==> src/rtl/fifo_queue_pkg.sv <==
// Shared defaults for fifo_queue: data width, depth and the occupancy-counter width.
package fifo_queue_pkg;

  localparam int DEFAULT_WIDTH = 32;
  localparam int DEFAULT_DEPTH = 16;
  localparam int DEFAULT_CNT_W = $clog2(DEFAULT_DEPTH + 1);

  // Occupancy counter must hold 0..depth inclusive.
  function automatic int cnt_width(input int depth);
    return $clog2(depth + 1);
  endfunction

endpackage

==> src/rtl/fifo_queue_mem.sv <==
// Queue storage: one synchronous write port, one asynchronous read port.
// Contents are deliberately not reset; the controller masks stale data.
module fifo_queue_mem #(
  parameter int WIDTH = 32,
  parameter int DEPTH = 16,
  parameter int AW    = 4
) (
  input  logic             clk_i,
  input  logic             wr_en_i,
  input  logic [AW-1:0]    wr_addr_i,
  input  logic [WIDTH-1:0] wr_dat_i,
  input  logic [AW-1:0]    rd_addr_i,
  output logic [WIDTH-1:0] rd_dat_o
);

  logic [WIDTH-1:0] mem_q [DEPTH];

  always_ff @(posedge clk_i) begin
    if (wr_en_i) mem_q[wr_addr_i] <= wr_dat_i;
  end

  assign rd_dat_o = mem_q[rd_addr_i];

endmodule

==> src/rtl/fifo_queue.sv <==
// Show-ahead FIFO: q shows the head with zero latency; push is refused when full unless a pop frees a slot
// the same cycle. Defining FIFO_QUEUE_ERR_EN adds sticky overflow/underflow flags cleared only by RST.
module fifo_queue
  import fifo_queue_pkg::*;
#(
  parameter int WIDTH = DEFAULT_WIDTH,
  parameter int DEPTH = DEFAULT_DEPTH,
  localparam int CW   = cnt_width(DEPTH),
  localparam int PW   = $clog2(DEPTH)
) (
  input  logic             CLK,
  input  logic             RST,
  input  logic             push,
  input  logic [WIDTH-1:0] d,
  input  logic             pop,
  output logic [WIDTH-1:0] q,
  output logic             empty,
  output logic             full,
  output logic [CW-1:0]    count
`ifdef FIFO_QUEUE_ERR_EN
  ,
  output logic             overflow,
  output logic             underflow
`endif
);

  logic [PW-1:0]    head_q, head_d;
  logic [PW-1:0]    tail_q, tail_d;
  logic [CW-1:0]    count_q, count_d;
  logic             push_acc, pop_acc;
  logic [WIDTH-1:0] rd_dat;

  assign empty = (count_q == '0);
  assign full  = (count_q == CW'(DEPTH));
  assign count = count_q;

  // A pop frees the slot the simultaneous push lands in, so full does not block it.
  assign pop_acc  = pop & ~empty;
  assign push_acc = push & (~full | pop_acc);

  always_comb begin
    head_d  = head_q;
    tail_d  = tail_q;
    count_d = count_q;
    if (pop_acc)  head_d = head_q + PW'(1);
    if (push_acc) tail_d = tail_q + PW'(1);
    case ({push_acc, pop_acc})
      2'b10:   count_d = count_q + CW'(1);
      2'b01:   count_d = count_q - CW'(1);
      default: count_d = count_q;
    endcase
  end

  always_ff @(posedge CLK) begin
    if (RST) begin
      head_q  <= '0;
      tail_q  <= '0;
      count_q <= '0;
    end else begin
      head_q  <= head_d;
      tail_q  <= tail_d;
      count_q <= count_d;
    end
  end

  fifo_queue_mem #(
    .WIDTH (WIDTH),
    .DEPTH (DEPTH),
    .AW    (PW)
  ) u_mem (
    .clk_i     (CLK),
    .wr_en_i   (push_acc & ~RST),
    .wr_addr_i (tail_q),
    .wr_dat_i  (d),
    .rd_addr_i (head_q),
    .rd_dat_o  (rd_dat)
  );

  assign q = empty ? '0 : rd_dat;

`ifdef FIFO_QUEUE_ERR_EN
  logic overflow_q, overflow_d;
  logic underflow_q, underflow_d;

  always_comb begin
    overflow_d  = overflow_q  | (push & ~push_acc);
    underflow_d = underflow_q | (pop & empty);
  end

  always_ff @(posedge CLK) begin
    if (RST) begin
      overflow_q  <= 1'b0;
      underflow_q <= 1'b0;
    end else begin
      overflow_q  <= overflow_d;
      underflow_q <= underflow_d;
    end
  end

  assign overflow  = overflow_q;
  assign underflow = underflow_q;
`endif

endmodule

==> config.mk <==
export PLATFORM = sky130hd
export DESIGN_NAME = fifo_queue
export DESIGN_NICKNAME = d
export VERILOG_FILES = /design/src/rtl/fifo_queue_pkg.sv /design/src/rtl/fifo_queue_mem.sv /design/src/rtl/fifo_queue.sv
export SDC_FILE = /design/constraint.sdc
export NUM_CORES = 1
export LEC_CHECK = 0
export CAP_MARGIN = 5
export CORE_MARGIN = 3
export CORE_UTILIZATION = 42
export CTS_CLUSTER_DIAMETER = 120
export DETAILED_ROUTE_END_ITERATION = 7
export SYNTH_ARGS = -nofsm -noshare
export SYNTH_HDL_FRONTEND = slang
export SYNTH_SLANG_ARGS = --single-unit
==> constraint.sdc <==
create_clock -name CLK -period 2.65 [get_ports CLK]
set_input_delay 0.53 -clock CLK [delete_from_list [all_inputs] [get_ports CLK]]
set_output_delay 0.53 -clock CLK [all_outputs]
set_load 0.02 [all_outputs]
==> flow_metrics.py <==
metrics = {
    "global_routing": {
        "grt_max_degree": 25,
        "antenna_found_initial": 1,
        "grtUsageMet3_pct": 3.85,
        "first_global_vias": 10417,
        "grt_overflow": 0,
        "gr-usage-all-layers_pct": 18.0,
        "grt.busiest_layer": "met2",
        "use_met1_pct": 25.8,
        "grt_pass1_wl_mm": 67.7,
        "gr-usage-met2_pct": 28.8,
    },
    "timing": {
        "finalSetupViolCount": 32,
        "maxSlewHeadroom_pct": 55.8,
        "worst_pin_slew_ps": 661,
        "finalHoldViolCount": 0,
        "post-route-min-period_ps": 3110,
        "fin_crit_sh_pct": 117,
        "worst_slack_ps": -459,
        "rsz0062_at_grt": "yes",
        "fmax_ghz": 0.322,
        "finalClockSkew_ps": 15.9,
        "maxSlewViolCount": 0,
        "hold_slack_ps": 538,
    },
    "job": {
        "maxCapViolCount": 0,
    },
    "synth": {
        "ys_seq_area_share_pct": 77.2,
        "yosysUniqueCellTypes": 42,
        "synth_nets": 954,
        "ys_async_sr_fraction_pct": 0,
        "avgSynthCellArea_um2": 22.4,
        "yosysWarningCount": 0,
        "ys_ff_latch": 529,
        "synth_edf_count": 512,
        "ys.flop_type": "edfxtp_1",
        "synth_area_mm2": 0.0203,
        "synthCells": 909,
    },
    "critical_path": {
        "path_cells": "buf_12 -> buf_8 -> buf_6 -> mux4_2 -> mux2i_2 -> nor3_2 -> a221o_1 -> buf_6",
        "path_common_cell": "buf_6",
        "r2r_slack_ps": 240,
        "ff2ff_path_depth": 9,
        "cp-end-kind": "output port",
        "crit_type": "reg -> out",
        "timing.critical_path.buf_inv": 4,
        "cp-start-kind": "flip-flop",
        "crit_required_ps": 2120,
        "crit_slowest_cell": "mux4_2",
        "slowest_delay_ps": 490,
        "cp_max_fo": 7,
        "crit_family": "multiplexers",
        "worstPathArrival_ps": 2580,
        "cp_num_cells": 8,
    },
    "power": {
        "leakagePower_nw": 7.98,
        "p_per_area_mw_per_mm2": 878,
        "total_power_mw": 22.1,
        "ir_drop_uv": 427,
    },
    "finish": {
        "final_common_cell": "edfxtp_1",
        "nNetsFinal": 1166,
        "antenna_cells": 0,
        "final_cell_mix": "512 x edfxtp_1, 128 x mux4_2, 62 x buf_4, 56 x clkbuf_16, 52 x buf_12",
        "drive_above_1_share_pct": 34.8,
        "area_growth_pct": 23.9,
        "stdcell_area_mm2": 0.0252,
    },
    "floorplan": {
        "initial_core_util_pct": 42.6,
        "die_h_um": 226,
        "rows": 80,
        "die_x_um": 226,
        "num_io_pins": 75,
        "coreArea_mm2": 0.0477,
        "dieArea_mm2": 0.0511,
    },
    "clock_tree": {
        "clk_latency_ps": 600,
        "cts.sinks": 529,
        "clockBufferDepth": 3,
        "cts_buffers": 53,
        "cts_tree": "done",
        "hold_buffers": 0,
        "clkTransAtPathRegs_ps": 60,
        "clockRootBuffer": "clkbuf_16",
        "cts_max_level": 2,
    },
    "placed_design": {
        "io_buffers": 74,
        "gp_congestion": 0.747,
        "dpl.hpwl_mm": 26.5,
        "dpl-instance-area_mm2": 0.0232,
    },
    "routing": {
        "num_vias": 9928,
        "drc": 0,
        "routedWlPerCell_um": 25.3,
        "initialDrtViolationCount": 776,
        "firstDrtPassIters": 5,
        "wirelength_mm": 45.1,
        "via_per_inst": 5.57,
        "antenna_left": 0,
    },
    "min_path": {
        "hp-class": "reg -> reg",
        "hold_depth": 2,
    },
    "run_status": {
        "status": "finished with violations",
        "violations": "setup timing",
    },
}
-- final timing paths --
path	to	startpoint
worst min-delay path	tail_q[1]$_SDFFE_PP0N_	tail_q[1]$_SDFFE_PP0N_
worst min register to register	tail_q[1]$_SDFFE_PP0N_	tail_q[1]$_SDFFE_PP0N_
worst max register to register	count[4]$_SDFFE_PP0P_	count[0]$_SDFFE_PP0P_
worst max-delay path	q[4]	flip-flop
-- power breakdown --
group          internal, mW  switching, mW
combinational          2.77           2.66
clock                  4.22           3.09
sequential             9.31         0.0982
total                  16.3           5.85
-- worst min-delay path, cell delays in order (launching register included) --
cell and delay [ps]:
dfxtp_1 350, nand2b_1 80, a21oi_1 60
-- synth_stat cells, types with 4 or more instances --
cell	count	area share [%]
edfxtp_1	512	76
mux4_2	128	14
nor3_1	35	0.86
mux2i_1	34	1.7
a221o_1	32	1.6
nor2_1	27	0.50
buf_2	23	0.57
dfxtp_1	17	1.7
clkbuf_1	15	0.28
ha_1	8	0.49
inv_1	8	0.15
buf_6	6	0.33
nand2_1	6	0.11
nand2b_1	5	0.15
nand3_1	5	0.12
a21oi_1	4	0.098
o21a_1	4	0.15
o21ai_0	4	0.098
-- routing by layer --
metal / up-vias / routed length [um]
li1: 4308 / -
met1: 5309 / 20200
met2: 249 / 21700
met3: 60 / 2400
met4: 2 / 816
met5: - / 14
-- sequential cells by signal, summed over array words and instances, names as in the netlist, named ones only --
name / count
head_q: 4
u_mem.mem_q: 512
tail_q: 4
count: 5
-- stage by stage --
stage                     setup TNS (ps)  std cells  utilization (%)  setup WS, ps
final                             -13330       1781             52.8          -459
after global routing              -16050       1781             52.8          -543
after CTS                         -14550       1772             52.3          -500
after detailed placement           -8460       1659             48.5          -304
after global placement             -8340       1659             48.5          -290
after floorplan                  -130860        909                -          -330
-- cell families after synthesis --
kind of cell | after synthesis | share of synthesized area, %
adders and majority gates | 9 | 0.590
and+or+nand+nor | 91 | 2.18
DFF | 529 | 77.2
muxes | 164 | 16.0
AOI/OAI and AO/OA | 55 | 2.37
buffers and inverters | 56 | 1.43
xor gates and xnor gates | 5 | 0.215
-- what timing repair did --
| action | CTS | global route |
|---|---|---|
| buffers inserted | 12 | 7 |
| endpoints found under the hold margin | 0 | 0 |
| cloned | 1 | 3 |
| gates resized for setup | 164 | 47 |
| setup endpoints to repair | 34 | 33 |
| pin swaps | 5 | 14 |
-- area by class of cell --
class	count	area (um2)
clock buffers	68	1390
clock inverters	32	309
fillers	3662	22500
inverters	8	30.0
multi-input cells	324	4500
flip-flops and latches	529	15700
well taps	615	769
repair buffers	205	2480
Note: power is estimated with default switching activity, not from simulation.
